### config.mk
export PLATFORM = sky130hd
export DESIGN_NAME = resteer_ctrl
export DESIGN_NICKNAME = d
export VERILOG_FILES = /design/src/rtl/resteer_ctrl.sv
export SDC_FILE = /design/constraint.sdc
export NUM_CORES = 1
export LEC_CHECK = 0
export CAP_MARGIN = 20
export CORE_MARGIN = 2
export CORE_UTILIZATION = 28
export CTS_CLUSTER_SIZE = 28
export DETAILED_ROUTE_END_ITERATION = 8
export DONT_BUFFER_PORTS = 1
export GPL_TIMING_DRIVEN = 0
export SYNTH_ARGS = -nofsm -noshare
export SYNTH_HDL_FRONTEND = slang
export SYNTH_SLANG_ARGS = --single-unit
### constraint.sdc
create_clock -name clk -period 3.2 [get_ports clk]
set_clock_uncertainty 0.05 [all_clocks]
set_input_delay 0.48 -clock clk [delete_from_list [all_inputs] [get_ports clk]]
set_output_delay 0.48 -clock clk [all_outputs]
set_load 0.01 [all_outputs]
### src/rtl/resteer_ctrl.sv
// Front-end redirect arbiter: picks one redirect per cycle (ROB > BR > D1), offers it
// to fetch until accepted, then stalls fetch for a short drain window.
//
//   state    | meaning
//   ---------+---------------------------------------------------------------
//   IDLE     | no redirect pending, fetch runs freely
//   REDIRECT | latched target offered to fetch, waiting for fetch_ready
//   DRAIN    | redirect delivered, fetch stalled while the counter runs out
module resteer_ctrl #(
    parameter int XLEN         = 32,
    parameter int DRAIN_CYCLES = 2
) (
    input  logic            clk,
    input  logic            rst,
    input  logic            rob_resteer,
    input  logic [XLEN-1:0] rob_target,
    input  logic            br_resteer,
    input  logic [XLEN-1:0] br_target,
    input  logic            d1_resteer,
    input  logic [XLEN-1:0] d1_target,
    input  logic            fetch_ready,
    output logic            redirect_valid,
    output logic [XLEN-1:0] redirect_pc,
    output logic [1:0]      redirect_src,
    output logic            flush_fe,
    output logic            flush_be,
    output logic            stall_fetch,
    output logic            busy
);

    localparam logic [2:0] DRAIN_LOAD = 3'(DRAIN_CYCLES);

    localparam logic [1:0] SRC_NONE = 2'd0;
    localparam logic [1:0] SRC_D1   = 2'd1;
    localparam logic [1:0] SRC_BR   = 2'd2;
    localparam logic [1:0] SRC_ROB  = 2'd3;

    typedef enum logic [1:0] {
        IDLE     = 2'd0,
        REDIRECT = 2'd1,
        DRAIN    = 2'd2
    } state_t;

    state_t          state_q, state_n;
    logic [2:0]      cnt_q, cnt_n;
    logic [1:0]      src_q, src_n;
    logic [XLEN-1:0] pc_n;

    logic            req_any;
    logic [1:0]      req_src;
    logic [XLEN-1:0] req_tgt;
    logic            preempt;
    logic            latch;

    // Same-cycle arbitration; target bit 0 is cleared here so the latched pc is always aligned.
    always_comb begin
        req_any = 1'b0;
        req_src = SRC_NONE;
        req_tgt = '0;
        if (rob_resteer) begin
            req_any = 1'b1;
            req_src = SRC_ROB;
            req_tgt = rob_target;
        end else if (br_resteer) begin
            req_any = 1'b1;
            req_src = SRC_BR;
            req_tgt = br_target;
        end else if (d1_resteer) begin
            req_any = 1'b1;
            req_src = SRC_D1;
            req_tgt = d1_target;
        end
        req_tgt[0] = 1'b0;
    end

    // src_q keeps the last source through DRAIN so equal-or-older redirects can still preempt.
    assign preempt = req_any && (req_src >= src_q);

    always_comb begin
        state_n = state_q;
        cnt_n   = cnt_q;
        src_n   = src_q;
        pc_n    = redirect_pc;
        latch   = 1'b0;

        case (state_q)
            IDLE: begin
                if (req_any) begin
                    latch = 1'b1;
                end
            end
            REDIRECT: begin
                if (preempt) begin
                    latch = 1'b1;
                end else if (fetch_ready) begin
                    if (DRAIN_LOAD == 3'd0) begin
                        state_n = IDLE;
                        src_n   = SRC_NONE;
                    end else begin
                        state_n = DRAIN;
                        cnt_n   = DRAIN_LOAD;
                    end
                end
            end
            DRAIN: begin
                if (preempt) begin
                    latch = 1'b1;
                end else if (cnt_q <= 3'd1) begin
                    state_n = IDLE;
                    cnt_n   = 3'd0;
                    src_n   = SRC_NONE;
                end else begin
                    cnt_n = cnt_q - 3'd1;
                end
            end
            default: begin
                state_n = IDLE;
                cnt_n   = 3'd0;
                src_n   = SRC_NONE;
            end
        endcase

        // A new winner always restarts the redirect, even if it arrived alongside a handshake.
        if (latch) begin
            state_n = REDIRECT;
            cnt_n   = 3'd0;
            src_n   = req_src;
            pc_n    = req_tgt;
        end
    end

    always_ff @(posedge clk) begin
        if (!rst) begin
            state_q        <= IDLE;
            cnt_q          <= 3'd0;
            src_q          <= SRC_NONE;
            redirect_valid <= 1'b0;
            redirect_pc    <= '0;
            redirect_src   <= SRC_NONE;
            flush_fe       <= 1'b0;
            flush_be       <= 1'b0;
            stall_fetch    <= 1'b0;
            busy           <= 1'b0;
        end else begin
            state_q        <= state_n;
            cnt_q          <= cnt_n;
            src_q          <= src_n;
            redirect_valid <= (state_n == REDIRECT);
            redirect_pc    <= (state_n == REDIRECT) ? pc_n : '0;
            redirect_src   <= (state_n == REDIRECT) ? src_n : SRC_NONE;
            flush_fe       <= latch;
            flush_be       <= latch && (req_src == SRC_ROB);
            stall_fetch    <= (state_n == DRAIN);
            busy           <= (state_n != IDLE);
        end
    end

endmodule

==> results.py, run 1 <==
metrics = {
    "run_status": {
        "status": "complete, no violations",
    },
    "critical_path": {
        "worstSetupStartpointType": "input pin",
        "worst_path_max_delay_cell": "clkbuf_1",
        "crit_family": "buffers and inverters",
        "critPathMaxStageDelay_ps": 420,
        "critPathMaxFanout": 10,
        "worstPathCellList": "clkbuf_1, nor2_1, inv_1, ha_1, nand4bb_1, nand4_1, a21oi_2, nand2_1, inv_1, clkbuf_1, a22o_1",
        "crit_arrival_ps": 2910,
        "worstPathRequired_ps": 3400,
        "cp_num_buf_inv": 4,
        "crit_path_end_kind": "flip-flop",
        "crit_type": "in -> reg",
    },
    "power_and_ir_drop": {
        "vdd_drop_max_uv": 173,
        "p_leak_nw": 0.986,
        "p_per_area_nw_per_um2": 510,
    },
    "logic_synthesis": {
        "syn-num-nets": 384,
        "synth_compound_area_share_pct": 36.3,
        "synth_xor_area_share_pct": 0,
        "yosys.area_share.simple_pct": 13.7,
        "syn_avg_cell_area_sq_um": 8.50,
        "ys_seq_elements": 45,
        "yosysSeqAreaShare_pct": 38.5,
        "synth_cell_types": 40,
        "async_flop_share_pct": 0,
        "synth-edff-count": 0,
        "synthMuxAreaShare_pct": 0,
        "synth-main-ff-cell": "dfxtp_1",
        "synthAdderAreaFrac_pct": 3.75,
        "syn_area_sq_um": 2340,
        "synth_top_family_by_area": "compound AO/OA/AOI/OAI gates",
        "syn-instance-count": 275,
        "ys_warn_count": 0,
    },
    "cts": {
        "cts_tree": "yes",
        "cts_root_buf": "clkbuf_8",
        "clockBufferDepth": 2,
        "cts_buffers": 5,
        "h-tree-depth": 2,
        "post-cts-setup-buffer-count": 0,
        "cts_sinks": 45,
        "clk_latency_ps": 300,
        "post_cts_resized": 0,
        "cts.clk_slew.worst_paths_ps": 90,
        "holdBufCountCts": 0,
    },
    "sta": {
        "setup_viol": 0,
        "setup_ws_ps": 490,
        "fmax_mhz": 369,
        "rsz0062_at_grt": "no",
        "final.period_utilization_pct": 84.7,
        "slew_viol_final": 0,
        "hold_viol": 0,
        "setup_tns_ps": 0,
        "worstMarginPinSlew_ps": 514,
        "period_needed_ps": 2710,
        "maxSlewHeadroom_pct": 65.7,
    },
    "global_route": {
        "grt_pass1_vias": 1967,
        "grt-ovfl-total": 0,
        "grt_max_degree": 16,
        "grtUsageTotal_pct": 14.4,
        "grt_pass1_wl_mm": 10.0,
        "antenna_found_initial": 0,
    },
    "routing": {
        "drc": 0,
        "wl_per_cell_um": 17.9,
        "ant_nets": 0,
        "viasPerCell": 5.52,
        "initialDrtViolationCount": 60,
        "wl_mm": 6.93,
        "dr.pass1.iters": 4,
        "vias": 2140,
    },
    "floorplanning": {
        "num_rows": 33,
        "core_area_sq_um": 8130,
        "io-pin-count": 141,
        "fp.dieW_um": 95.4,
        "die-area_sq_um": 9090,
        "start_util_pct": 28.7,
        "die_y_um": 95.4,
    },
    "placement": {
        "place.gp.congestion": 0.761,
        "dp_hpwl_mm": 5.30,
        "io_buffers": 0,
        "post-place-ws_ps": 158,
    },
    "cells_and_area": {
        "final_cell_mix": "dfxtp_1, nand2_1, o21ai_0",
        "drive_gt1_share_pct": 8.13,
        "final_common_cell": "dfxtp_1",
        "n_antenna_cell": 0,
        "nNetsFinal": 391,
        "utilization_pct": 31.5,
        "syn2layout_area_growth_pct": 9.48,
    },
    "job": {
        "maxCapViolCount": 0,
    },
    "min_path": {
        "min_path_type": "in -> reg",
    },
}
-- worst reg2reg max path: stages (launching register included) --
cell,delay [ps]
dfxtp_1,360
inv_1,50
ha_1,260
or2_2,150
nand4_1,250
a21oi_2,320
nand2_1,100
inv_1,170
clkbuf_1,420
a22o_1,210
-- cell type report --
class	instances	area, sq um
plain buffers	24	134
clock buffers	5	68.8
clock inverters	3	21.3
fillers	883	5580
inverters	11	41.3
multi-input cells	195	1260
flip-flops and latches	45	901
well taps	105	131
-- synth_stat cells (3+ instances only) --
master     n  area share [%]
inv_1     11             1.8
nand4_1    4             1.1
o21ai_0   35             7.5
nor2_1     9             1.4
clkbuf_1  15             2.4
nand3_1    3            0.64
a22oi_1   30             9.6
a21oi_1    7             1.5
buf_6      5             2.4
ha_1       7             3.7
dfxtp_1   45              39
nand2_1   41             6.6
a22o_1    31              12
-- state kept, by name (all words and copies together), names as in the netlist, 2 cells and up --
register	cells
src_q	2
cnt_q	3
state_q	2
redirect_pc	31
redirect_src	2
-- routing by layer --
| metal | GRT usage [%] | share of wire (%) | up-vias | routed length [um] |
|---|---|---|---|---|
| li1 | - | - | 1034 | - |
| met5 | 0 | 0 | - | 0 |
| met3 | 4.43 | 9.1 | 5 | 631 |
| met1 | 17.9 | 43 | 996 | 2980 |
| met4 | 3.99 | 0.74 | 0 | 51 |
| met2 | 24.1 | 47 | 105 | 3260 |
-- path summary, 6_finish.rpt --
kind	from	endpoint	cells after the start	slack (ps)
worst max-delay path	rob_resteer	redirect_pc[17]	11	490
worst min-delay path	rst	redirect_valid	2	240
worst max register to register	src_q[1]	redirect_pc[17]	9	810
worst min register to register	cnt_q[1]	cnt_q[1]	2	420
-- per-stage QoR --
stage / power [W] / hold WS [ps] / area [sq um] / instances
after CTS: 0.00132 / 233 / 2560 / 388
after detailed placement: 0.000943 / 410 / 2470 / 380
final: 0.00130 / 244 / 2560 / 388
after global placement: 0.000939 / 409 / 2470 / 380
after global routing: 0.00138 / 236 / 2560 / 388
after floorplan: 0.000876 / 395 / 2340 / 275
-- cell families (layout without fill, tap and decap cells) --
family	after synthesis	after routing
compound gates	117	117
fa+ha+maj	7	7
buf+inv	35	43
flops	45	45
other cells	1	1
simple gates	70	70
-- report_power, final --
part / switching, W / leakage, nW / total (W) / internal [W]
combinational: 0.000150 / 0.572 / 0.000255 / 0.000105
clock: 0.000220 / 0.0445 / 0.000375 / 0.000156
sequential: 0.0000592 / 0.370 / 0.000674 / 0.000615
total: 0.000429 / 0.986 / 0.00130 / 0.000875
No activity file was read; power rests on OpenSTA's default activity.
==> run 2: changes to the inputs <==
Clock period 3.2 ns to 2.75 ns, I/O delays scaled along.
==> results.py, run 2 (same netlist as run 1, synthesis figures left out) <==
metrics = {
    "run_status": {
        "status": "complete, no violations",
    },
    "power_and_ir_drop": {
        "pwr-share-clk_pct": 28.8,
        "comb_power_share_pct": 19.6,
        "switching_share_pct": 32.9,
        "intPower_w": 0.00102,
        "p_switching_w": 0.000499,
        "vdd_drop_max_uv": 202,
        "p_per_area_nw_per_um2": 593,
        "p_leak_nw": 0.993,
        "pwr-share-seq_pct": 51.6,
    },
    "critical_path": {
        "crit_type": "in -> reg",
        "r2r_cells": 9,
        "critPathMaxStageDelay_ps": 480,
        "r2r_slack_ps": 430,
        "cp_num_cells": 11,
        "crit_path_frequent_cell": "buf_6",
        "critPathMaxFanout": 10,
        "crit_family": "compound AO/OA/AOI/OAI gates",
        "cp-startpoint": "rob_resteer",
        "cp_num_buf_inv": 4,
        "worst_path_max_delay_cell": "a311oi_2",
        "crit_path_end_kind": "flip-flop",
        "worstPathCellList": "clkbuf_1, nor2_1, inv_1, ha_1, nand4bb_1, o2111ai_2, a311oi_2, and4_4, buf_6, buf_6, a22o_1",
        "worstSetupStartpointType": "input pin",
        "crit_arrival_ps": 2720,
        "r2r_end": "redirect_pc[17]",
        "r2r-start": "state_q[0]",
        "crit_path_end": "redirect_pc[17]",
        "worstPathRequired_ps": 2950,
    },
    "routing": {
        "wl_per_cell_um": 17.8,
        "initialDrtViolationCount": 60,
        "vias": 2139,
        "dr.pass1.iters": 4,
        "viasPerCell": 5.51,
        "wl_mm": 6.93,
        "drc": 0,
        "ant_nets": 0,
    },
    "floorplanning": {
        "core_area_sq_um": 8130,
        "start_util_pct": 28.7,
        "die_y_um": 95.4,
        "num_rows": 33,
        "io-pin-count": 141,
        "fp.dieW_um": 95.4,
        "die-area_sq_um": 9090,
    },
    "cts": {
        "clk_latency_ps": 300,
        "cts_sinks": 45,
        "cts_buffers": 5,
        "cts.clk_slew.worst_paths_ps": 90,
        "h-tree-depth": 2,
        "post-cts-setup-buffer-count": 0,
        "clockBufferDepth": 2,
        "holdBufCountCts": 0,
        "cts_root_buf": "clkbuf_8",
        "cts_tree": "yes",
    },
    "sta": {
        "maxSlewHeadroom_pct": 65.7,
        "setup_tns_ps": 0,
        "whs_ps": 176,
        "setup_viol": 0,
        "hold_viol": 0,
        "rsz0062_at_grt": "no",
        "setup_ws_ps": 224,
        "fmax_mhz": 396,
        "final.period_utilization_pct": 91.9,
        "slew_viol_final": 0,
        "worstMarginPinSlew_ps": 514,
        "period_needed_ps": 2530,
    },
    "global_route": {
        "antenna_found_initial": 0,
        "grtUsageTotal_pct": 14.4,
        "grt_max_degree": 16,
        "grt-ovfl-total": 0,
        "gr-usage-met3_pct": 4.43,
        "use_met1_pct": 17.9,
        "gr-usage-met2_pct": 24.1,
        "grt_pass1_wl_mm": 10.0,
        "grt_pass1_vias": 1967,
        "top_usage_layer": "met2",
    },
    "job": {
        "maxCapViolCount": 0,
    },
    "cells_and_area": {
        "n_fill_cell": 883,
        "nNetsFinal": 391,
        "final_cell_mix": "dfxtp_1, nand2_1, o21ai_0",
        "regArea_sq_um": 901,
        "largest_registers": "redirect_pc: 31 flops, cnt_q: 3 flops",
        "multiInputGateArea_sq_um": 1260,
        "syn2layout_area_growth_pct": 9.58,
        "final_common_cell": "dfxtp_1",
        "drive_gt1_share_pct": 8.83,
        "n_antenna_cell": 0,
        "largest_reg_flops": 31,
        "top_register": "redirect_pc",
    },
    "placement": {
        "io_buffers": 0,
        "post-place-ws_ps": -225,
        "dp_hpwl_mm": 5.30,
        "place.gp.congestion": 0.761,
    },
    "min_path": {
        "min_path_type": "in -> reg",
    },
}
-- run 2: cell count changes in the layout (fill, tap and decap cells not counted) --
cell / previous run / this run
clkbuf_2: 0 / 2
clkbuf_1: 15 / 13
-- run 2: final cells by class --
type / count / share of cell area [%]
clock inverters: 3 / 0.830
plain buffers: 24 / 5.32
well taps: 105 / 5.13
flip-flops and latches: 45 / 35.2
inverters: 11 / 1.61
clock buffers: 5 / 2.69
multi-input cells: 195 / 49.2
-- run 2: repair_timing --
| action | 4_1_cts | 5_1_grt |
|---|---|---|
| hold endpoints to repair | 0 | 0 |
| setup endpoints to repair | 0 | 20 |
| gates resized for setup | 0 | 4 |
-- run 2: through the flow --
step	util, %	area (sq um)	cells	power [W]
detailed placement	30.3	2470	380	0.00110
global placement	30.3	2470	380	0.00109
floorplan	-	2340	275	0.00102
CTS	31.5	2560	388	0.00154
finish	31.5	2560	388	0.00152
global route	31.5	2560	388	0.00161
-- run 2: worst min-delay path by stage --
stage	from	endpoint	slack [ps]	cells after the start
after floorplan	cnt_q[1]	cnt_q[1]	390	2
after global placement	cnt_q[1]	cnt_q[1]	410	2
after detailed placement	cnt_q[1]	cnt_q[1]	410	2
after CTS	rst	redirect_valid	170	2
after global routing	rst	busy	170	1
final	rst	redirect_valid	180	2
-- run 2: worst register-to-register path, stage by stage, from the launching register on --
cell,delay [ps]
dfxtp_1,350
inv_1,120
ha_1,300
nand2b_1,100
o21a_1,240
a311oi_2,400
and4_4,290
buf_6,110
buf_6,140
a22o_1,150
-- run 2: layer usage --
layer	wire length, um	up-vias
li1	-	1034
met1	2980	995
met2	3260	105
met3	631	5
met4	51	0
met5	0	-
-- run 2: power groups by stage --
stage / combinational [W] / sequential, W / clock (W)
floorplan: 0.000235 / 0.000785 / 0
global placement: 0.000294 / 0.000799 / 0
detailed placement: 0.000298 / 0.000800 / 0
CTS: 0.000299 / 0.000785 / 0.000455
global route: 0.000338 / 0.000793 / 0.000481
finish: 0.000298 / 0.000784 / 0.000437
==> run 3: changes to the inputs <==
Settings changed: ABC_CLOCK_PERIOD_IN_PS set to 2750, CTS_CLUSTER_SIZE 28 to 20, SLEW_MARGIN set to 30.
==> results of run 3 <==
The final DEF is identical to that of run 2; final timing and power are the same.
